**src/rtl/tcp_misc_pkg.sv**
```systemverilog
// Miscellaneous TCP offload constants: scheduler-command source count and source indices.
package tcp_misc_pkg;

    localparam int NUM_SCHED_SRC     = 3;
    localparam int SCHED_SRC_RX      = 0;
    localparam int SCHED_SRC_APP     = 1;
    localparam int SCHED_SRC_TIMEOUT = 2;

endpackage

```
**src/rtl/tcp_pkg.sv**
```systemverilog
// Shared TCP offload types: the scheduler command carried from the requesters to the tx scheduler.
package tcp_pkg;

    localparam int FLOWID_W = 10;

    typedef enum logic [1:0] {
        SCHED_NOP  = 2'b00,
        SCHED_SET  = 2'b01,
        SCHED_CLR  = 2'b10,
        SCHED_RSVD = 2'b11
    } sched_op_e;

    // rt: retransmit timer, probe: persist/zero-window probe, ka: keepalive
    typedef struct packed {
        logic [FLOWID_W-1:0] flowid;
        sched_op_e           rt;
        sched_op_e           probe;
        sched_op_e           ka;
    } sched_cmd_struct;

endpackage

```
**src/rtl/rr_arb_core.sv**
```systemverilog
// Round-robin grant core: pointer register, rotated priority search and one-hot grant.
module rr_arb_core #(
    parameter int NUM_SRC   = 3,
    parameter int SRC_IDX_W = $clog2(NUM_SRC)
) (
    input  logic                 clk,
    input  logic                 rst_n,
    input  logic                 en,
    input  logic [NUM_SRC-1:0]   req,
    output logic [NUM_SRC-1:0]   gnt,
    output logic [SRC_IDX_W-1:0] gnt_idx,
    output logic                 gnt_vld
);

    logic [SRC_IDX_W-1:0] rr_ptr_r;
    logic [SRC_IDX_W-1:0] cand_s;
    logic [SRC_IDX_W-1:0] pick_idx_s;
    logic                 pick_found_s;
    logic                 hit_s;

    // Search starts one past the last winner and wraps; the first requester seen wins.
    always_comb begin
        cand_s       = '0;
        hit_s        = 1'b0;
        pick_idx_s   = '0;
        pick_found_s = 1'b0;
        for (int i = 1; i <= NUM_SRC; i++) begin
            cand_s       = SRC_IDX_W'((int'(rr_ptr_r) + i) % NUM_SRC);
            hit_s        = !pick_found_s && req[cand_s];
            pick_idx_s   = hit_s ? cand_s : pick_idx_s;
            pick_found_s = pick_found_s | hit_s;
        end
    end

    // Grant is qualified by the enable so a blocked output never shows a ready.
    always_comb begin
        gnt_vld = en & pick_found_s;
        gnt_idx = pick_idx_s;
        if (gnt_vld) begin
            gnt = NUM_SRC'(1) << pick_idx_s;
        end else begin
            gnt = '0;
        end
    end

    // Pointer moves only when a grant actually transfers a command.
    always_ff @(posedge clk or negedge rst_n) begin
        if (!rst_n) begin
            rr_ptr_r <= SRC_IDX_W'(NUM_SRC - 1);
        end else if (gnt_vld) begin
            rr_ptr_r <= pick_idx_s;
        end else begin
            rr_ptr_r <= rr_ptr_r;
        end
    end

endmodule

```
**src/rtl/sched_cmd_arb.sv**
```systemverilog
// Scheduler-command arbiter: round-robin selects one requester into a single registered
// output stage that feeds the tx scheduler with full throughput under continuous drain.
module sched_cmd_arb
    import tcp_pkg::*;
    import tcp_misc_pkg::*;
#(
    parameter int NUM_SRC   = NUM_SCHED_SRC,
    parameter int SRC_IDX_W = $clog2(NUM_SRC)
) (
    input  logic                                clk,
    input  logic                                rst_n,
    input  logic            [NUM_SRC-1:0]       src_sched_cmd_val,
    input  sched_cmd_struct [NUM_SRC-1:0]       src_sched_cmd_data,
    output logic            [NUM_SRC-1:0]       src_sched_cmd_rdy,
    output logic                                arb_tx_sched_cmd_val,
    output sched_cmd_struct                     arb_tx_sched_cmd_data,
    input  logic                                tx_sched_arb_cmd_rdy,
    output logic            [SRC_IDX_W-1:0]     arb_last_src
);

    logic                 load_s;
    logic                 arb_en_s;
    logic [NUM_SRC-1:0]   gnt_s;
    logic [SRC_IDX_W-1:0] gnt_idx_s;
    logic                 gnt_vld_s;
    logic                 out_val_r;
    sched_cmd_struct      out_data_r;
    logic [SRC_IDX_W-1:0] last_src_r;

    // Register may take a new command when empty or being drained this cycle; rst_n gates
    // the grant so nothing is accepted while reset is held.
    always_comb begin
        load_s   = !out_val_r || tx_sched_arb_cmd_rdy;
        arb_en_s = load_s && rst_n;
    end

    rr_arb_core #(
        .NUM_SRC   (NUM_SRC),
        .SRC_IDX_W (SRC_IDX_W)
    ) u_rr_arb_core (
        .clk     (clk),
        .rst_n   (rst_n),
        .en      (arb_en_s),
        .req     (src_sched_cmd_val),
        .gnt     (gnt_s),
        .gnt_idx (gnt_idx_s),
        .gnt_vld (gnt_vld_s)
    );

    // Output stage: data and source index only change on a load with a winner.
    always_ff @(posedge clk or negedge rst_n) begin
        if (!rst_n) begin
            out_val_r  <= 1'b0;
            out_data_r <= '0;
            last_src_r <= '0;
        end else if (load_s) begin
            out_val_r <= gnt_vld_s;
            if (gnt_vld_s) begin
                out_data_r <= src_sched_cmd_data[gnt_idx_s];
                last_src_r <= gnt_idx_s;
            end else begin
                out_data_r <= out_data_r;
                last_src_r <= last_src_r;
            end
        end else begin
            out_val_r  <= out_val_r;
            out_data_r <= out_data_r;
            last_src_r <= last_src_r;
        end
    end

    // Drive ports from the stage registers and the combinational grant.
    always_comb begin
        src_sched_cmd_rdy     = gnt_s;
        arb_tx_sched_cmd_val  = out_val_r;
        arb_tx_sched_cmd_data = out_data_r;
        arb_last_src          = last_src_r;
    end

endmodule

```
**config.mk**
```make
export PLATFORM = sky130hd
export DESIGN_NAME = sched_cmd_arb
export DESIGN_NICKNAME = d
export VERILOG_FILES = /design/src/rtl/tcp_misc_pkg.sv /design/src/rtl/tcp_pkg.sv /design/src/rtl/rr_arb_core.sv /design/src/rtl/sched_cmd_arb.sv
export SDC_FILE = /design/constraint.sdc
export NUM_CORES = 1
export LEC_CHECK = 0
export ABC_AREA = 1
export BUFFER_PORTS_ARGS = -buffer_cell sky130_fd_sc_hd__buf_2
export CAP_MARGIN = 20
export CELL_PAD_IN_SITES_DETAIL_PLACEMENT = 1
export CELL_PAD_IN_SITES_GLOBAL_PLACEMENT = 2
export CORE_UTILIZATION = 25
export CTS_BUF_LIST = sky130_fd_sc_hd__clkbuf_16
export CTS_CLUSTER_DIAMETER = 150
export DETAILED_ROUTE_END_ITERATION = 12
export PLACE_DENSITY_LB_ADDON = 0.1
export SLEW_MARGIN = 20
export SYNTH_ARGS = -nofsm -noshare
export SYNTH_HDL_FRONTEND = slang
export SYNTH_HIERARCHICAL = 1
export SYNTH_SLANG_ARGS = --single-unit
export TNS_END_PERCENT = 20
```
**constraint.sdc**
```tcl
create_clock -name clk -period 3 [get_ports clk]
set_input_delay 0.15 -clock clk [delete_from_list [all_inputs] [get_ports clk]]
set_output_delay 0.15 -clock clk [all_outputs]
set_load 0.005 [all_outputs]
```
==> results.yml, run 1 <==
layout:
  n_antenna_cell: 0
  drive_gt1_frac: 0.338
  area_delta_synth_final_pct: 30.5
  fillerInstances: 844
  finalNetCount: 386
  fin_cells: 403
  finalCoreUtilization: 0.346
yosys:
  synth_cells: 254
  ys_ff_latch: 21
  yosys_warnings: 6
  synth_xor_area_frac: 0
  synth.avg_cell_area_sq_um: 6.37
  synthSimpleGateAreaFrac: 0.456
  synth_compound_area_frac: 0.0363
  synth_most_common_cell: "nand2_1"
  synth-edff-count: 0
  syn_nets: 311
  synth_top_cell_by_area: "dfrtp_1"
  synthArstFlopShare: 1.00
  post_synth_mux_area_share: 0
  synth_fa_ha_area_frac: 0.0232
  yosys-top-cells-count: "114 x nand2_1, 40 x inv_1, 20 x dfrtp_1"
  synth_top_family_by_area: "simple AND/OR/NAND/NOR gates"
  syn-cell-area_sq_mm: 0.00162
  synth_ff_type: "dfrtp_1"
  yosys-top-cells-area: "dfrtp_1 31%, nand2_1 26%, inv_1 9.3%, nand2_2 7.0%, nand3_1 5.9%"
  seq_area_frac_synth: 0.326
  ys_types: 23
  synth_top_area_share: 0.309
critical_path:
  critPathLaunch: "u_rr_arb_core/rr_ptr_r[0]"
  cp_cell_sequence: "inv_1 > ha_1 > inv_2 > nand2_1 > nand3_2 > nand2_2 > nand2_1 > o21ai_1 > inv_1 > nand2_2 > nand2_2 > inv_1 > buf_2"
  crit_slowest_cell: "dfrtp_1"
  cp.required_ns: 2.85
  reg2reg_setup_slack_ns: 0.59
  worstPathMaxFanout: 20
  critPathCaptureType: "output port"
  critPathLaunchType: "flop"
  max_stage_delay_ns: 0.40
  r2r_start: "u_rr_arb_core/rr_ptr_r[0]"
  critPathKind: "reg -> out"
  cp.arrival_ns: 2.32
power_and_ir_drop:
  total_power_w: 0.00211
  combPwrFrac: 0.631
  p_leak_nw: 1.35
  power.density_mw_per_mm2: 1000
  p_int_w: 0.00106
  max-vdd-ir-drop_mv: 0.386
  power.switching_w: 0.00105
  seqPwrFrac: 0.233
  netSwitchingFraction: 0.498
  clock_power_share: 0.136
job:
  cap_violations: 0
global_route:
  grt_usage: 0.151
  overflow: 0
  grt_pass1_wl_um: 7700
  antenna_found_initial: 0
  grt_pass1_vias: 1614
  grt_max_degree: 23
drt:
  wl_met2_um: 2400
  viasPerCell: 4.23
  num_vias: 1705
  routedWlPerCell_um: 12.0
  wl_met3_um: 169
  wl_met1_um: 2190
  ant_nets: 0
  first_iter_violations: 25
  drc: 0
  routed_wl_um: 4820
  top_layer: "met4"
  dr.pass1.iters: 4
timing:
  worstMarginPinSlew_ns: 0.534
  fin_crit_ns: 2.47
  drv_slew: 0
  maxSlewHeadroom: 0.643
  finClkSkew_ns: 0.00285
  grt_setup_unrepaired: "false"
  max_freq_ghz: 0.405
  holdWs_ns: 0.168
  fin_crit_sh: 0.823
  hold_violations: 0
  fin_setup_tns_ns: 0
  setup_viol: 0
cts:
  clk_latency_ns: 0.26
  cts_inserted_buffers: 3
  cts_htree_levels: 1
  cts.sinks: 21
  clkTransAtPathRegs_ns: 0.06
  cts_buffer_depth: 2
  cts_root_buf: "clkbuf_16"
  cts_resized: 0
  cts_tree: "built"
die:
  die_w_um: 82.4
  ios: 76
  rows: 28
  start_util: 0.265
  dieArea_sq_mm: 0.00680
  core_sq_mm: 0.00610
  die_h_um: 82.4
placement:
  place_inst: 398
  dpl.hpwl_um: 3720
  place.gp.congestion: 0.750
  io_buffers: 75
worst_hold_path:
  min_from: "tx_sched_arb_cmd_rdy"
  holdCritPathClass: "in -> reg"
run_status:
  status: "finished clean"
[flip-flops by register name (all words and copies together) (netlist names)]
register,flops
arb_last_src,2
arb_tx_sched_cmd_data,16
arb_tx_sched_cmd_val,1
u_rr_arb_core/rr_ptr_r,2
[cell type report]
class                   count  area, sq um  share of cell area
well taps                  75         93.8              0.0444
clock inverters             1         3.75             0.00178
clock buffers               3         75.1              0.0355
repair buffers             78          400               0.190
inverters                  46          178              0.0841
flip-flops and latches     21          527               0.249
multi-input cells         179          835               0.395
[placed cells by master (no fill, tap or decap)]
cell and count:
nor2_2 1, nand3_1 19, inv_6 1, nor2_1 6
nand3_2 3, buf_4 2, nand2_1 114, buf_2 75
o21ai_0 3, a21boi_0 2, dlygate4sd3_1 1, ha_1 3
nand4_1 3, nand2_2 18, nor3_1 1, clkbuf_16 3
nor2_8 1, o21ai_1 4, dfstp_2 1, inv_1 41
o21ai_2 1, inv_2 5, dfrtp_1 20
[worst paths after layout]
path                                                  end  cells past startpoint
worst min register to register   arb_tx_sched_cmd_data[1]                      2
worst min-delay path                 arb_tx_sched_cmd_val                      4
max in group asynchronous       u_rr_arb_core/rr_ptr_r[1]                      3
min in group asynchronous       arb_tx_sched_cmd_data[10]                      3
worst max-delay path                 src_sched_cmd_rdy[1]                     13
worst max register to register   arb_tx_sched_cmd_data[3]                     15
[routing by layer]
metal	track usage	up-vias
li1	-	902
met1	0.195	757
met2	0.263	42
met3	0.0198	4
met4	0.0421	0
met5	0	-
[metrics by stage]
step,setup slack [ns],area [sq um]
5_1_grt,0.286,2110
3_5_place_dp,0.541,2020
3_3_place_gp,0.596,2020
6_report,0.530,2110
2_1_floorplan,1.04,1620
4_1_cts,0.499,2110
[kinds of logic after synthesis]
family | count (synthesis)
buffers and inverters | 54
AND/OR/NAND/NOR | 166
adder cells (fa/ha/maj) | 3
AO/OA/AOI/OAI | 10
flip-flops | 21
[timing repair]
item / in CTS / in global routing
buffers inserted: 0 / 0
hold buffers: 1 / 0
endpoints found under the hold margin: 20 / 0
[critical path, delay by kind of cell (launching register included)]
| family | cells | cell delay (ns) |
|---|---|---|
| simple gates | 6 | 0.84 |
| buf+inv | 5 | 0.37 |
| flops | 1 | 0.40 |
| compound gates | 1 | 0.08 |
| fa+ha+maj | 1 | 0.36 |
[power groups by stage]
stage	clock (W)	combinational [W]	sequential [W]
after floorplan	0	0.00106	0.000500
after global placement	0	0.00134	0.000500
after detailed placement	0	0.00137	0.000501
after CTS	0.000295	0.00138	0.000496
after global routing	0.000310	0.00153	0.000512
final	0.000288	0.00133	0.000492
(Power assumes the default switching activity.)
==> run 2, diff against run 1 <==
--- a/config.mk
+++ b/config.mk
@@ -10,7 +10,7 @@
 export CAP_MARGIN = 20
 export CELL_PAD_IN_SITES_DETAIL_PLACEMENT = 1
 export CELL_PAD_IN_SITES_GLOBAL_PLACEMENT = 2
-export CORE_UTILIZATION = 25
+export CORE_UTILIZATION = 21
 export CTS_BUF_LIST = sky130_fd_sc_hd__clkbuf_16
 export CTS_CLUSTER_DIAMETER = 150
 export DETAILED_ROUTE_END_ITERATION = 12
==> constraint.sdc (replaced) <==
create_clock -name clk -period 2.1 [get_ports clk]
set_input_delay 0.105 -clock clk [delete_from_list [all_inputs] [get_ports clk]]
set_output_delay 0.105 -clock clk [all_outputs]
set_load 0.005 [all_outputs]
==> results.yml, run 2 (synthesis results as in run 1) <==
timing:
  grt_setup_unrepaired: "true"
  drv_slew: 0
  setup_viol: 4
  maxSlewHeadroom: 0.753
  hold_violations: 0
  setup_ws_ns: -0.0272
  fin_crit_sh: 1.01
  fin_crit_ns: 2.13
  max_freq_ghz: 0.470
  holdWs_ns: 0.133
  finClkSkew_ns: 0.00406
  worstMarginPinSlew_ns: 0.368
drt:
  ant_nets: 0
  routedWlPerCell_um: 12.5
  first_iter_violations: 21
  routed_wl_um: 5640
  dr.pass1.iters: 4
  drc: 0
  num_vias: 1810
  viasPerCell: 4.01
power_and_ir_drop:
  combPwrFrac: 0.731
  power.switching_w: 0.00190
  power.density_mw_per_mm2: 1610
  total_power_w: 0.00416
  p_leak_nw: 1.53
  seqPwrFrac: 0.170
  netSwitchingFraction: 0.457
  clock_power_share: 0.100
  p_int_w: 0.00226
  max-vdd-ir-drop_mv: 0.376
die:
  ios: 76
  core_sq_mm: 0.00733
  rows: 31
  dieArea_sq_mm: 0.00806
  die_w_um: 89.8
  start_util: 0.221
  die_h_um: 89.8
cts:
  cts.sinks: 21
  clkTransAtPathRegs_ns: 0.06
  cts_htree_levels: 1
  cts_root_buf: "clkbuf_16"
  cts_tree: "built"
  cts_inserted_buffers: 3
  cts_buffer_depth: 2
  clk_latency_ns: 0.26
critical_path:
  critPathCaptureType: "output port"
  cp_cell_sequence: "ha_4 > nand2_2 > nand3_2 > nand2_4 > nand4_1 > nand2_4 > buf_12 > nand2_4 > inv_1 > buf_2"
  critPathKind: "reg -> out"
  cp_common_cell: "nand2_4"
  max_stage_delay_ns: 0.56
  ff2ff_path_depth: 16
  r2r-end: "arb_tx_sched_cmd_data[14]"
  r2r_start: "u_rr_arb_core/rr_ptr_r[1]"
  cp.required_ns: 2.00
  critPathLaunchType: "flop"
  worstPathMaxFanout: 5
  reg2reg_setup_slack_ns: 0
  crit_slowest_cell: "dfstp_2"
  cp.arrival_ns: 2.02
placement:
  dpl-instance-area_sq_mm: 0.00220
  place.gp.congestion: 0.823
  dpl.hpwl_um: 4250
  io_buffers: 75
run_status:
  failed_checks: "negative setup slack"
  status: "finished, violations left"
global_route:
  grt_max_degree: 22
  antenna_found_initial: 0
  grt_pass1_vias: 1964
  grt_pass1_wl_um: 9310
  grt_usage: 0.142
  overflow: 0
layout:
  finish.instance_area_sq_mm: 0.00257
  area_delta_synth_final_pct: 59.2
  largest_register_ffs: 16
  final_common_cell: "nand2_1"
  final_cell_mix: "99 x nand2_1, 74 x buf_2, 35 x inv_1, 27 x nand2_2, 20 x dfrtp_1"
  drive_gt1_frac: 0.469
  finalNetCount: 410
  n_antenna_cell: 0
worst_hold_path:
  hold_depth: 5
  holdCritPathClass: "in -> reg"
  min_to: "arb_tx_sched_cmd_data[11]"
  min_from: "src_sched_cmd_data[43]"
job:
  cap_violations: 0
-- run 2: worst max-delay path by stage --
stage | depth (start not counted) | from | endpoint | slack, ns
2_1_floorplan | 17 | u_rr_arb_core/rr_ptr_r[0] | arb_tx_sched_cmd_data[10] | 0.14
5_1_grt | 14 | u_rr_arb_core/rr_ptr_r[1] | arb_tx_sched_cmd_data[7] | -0.16
3_3_place_gp | 12 | u_rr_arb_core/rr_ptr_r[1] | arb_tx_sched_cmd_data[8] | -0.004
3_5_place_dp | 14 | u_rr_arb_core/rr_ptr_r[1] | arb_tx_sched_cmd_data[8] | -0.03
6_report | 10 | u_rr_arb_core/rr_ptr_r[1] | src_sched_cmd_rdy[1] | -0.03
4_1_cts | 13 | u_rr_arb_core/rr_ptr_r[1] | src_sched_cmd_rdy[1] | 0.004
-- run 2: per-stage QoR --
| stage | TNS [ns] | utilization | std cells | worst slack, ns |
|---|---|---|---|---|
| after global placement | -0.00518 | 0.300 | 438 | -0.00409 |
| after global routing | -2.37 | 0.351 | 451 | -0.162 |
| after detailed placement | -0.0567 | 0.300 | 438 | -0.0334 |
| final | -0.0446 | 0.351 | 451 | -0.0272 |
| after CTS | 0 | 0.332 | 449 | 0.00449 |
| after floorplan | 0 | - | 254 | 0.141 |
-- run 2: area by class of cell --
type	instances	area [sq um]
repair buffers	102	681
fillers	943	4760
clock inverters	1	5.00
inverters	46	190
multi-input cells	179	973
flip-flops and latches	21	527
well taps	99	124
clock buffers	3	75.1
-- run 2: worst max-delay path, delay by kind of cell (launching register included) --
family                     cells  cell delay [ns]
and+or+nand+nor                6             0.69
adders and majority gates      1             0.24
DFF                            1             0.56
buffers and inverters          3             0.28
-- run 2: timing repair --
item                                   CTS  global route
resized for setup                       22            33
setup endpoints to repair               12            21
buffers inserted                         7             1
cloned                                   0             1
hold buffers                             1             0
endpoints found under the hold margin   20             0
pin swaps                                9            23
-- run 2: per-layer routing --
metal,track usage,up-vias,part of all wire,wire length (um)
met4,0.0369,0,0.011,61
met3,0.0228,5,0.040,223
met2,0.242,46,0.50,2800
met1,0.185,804,0.45,2550
met5,0,-,0,0
li1,-,955,-,-
-- run 2: power by group through the flow --
stage	Clock (W)	Combinational, W	Sequential, W
floorplan	0	0.00151	0.000714
global placement	0	0.00230	0.000712
CTS	0.000430	0.00275	0.000710
global route	0.000447	0.00341	0.000730
finish	0.000415	0.00304	0.000705
detailed placement	0	0.00233	0.000710
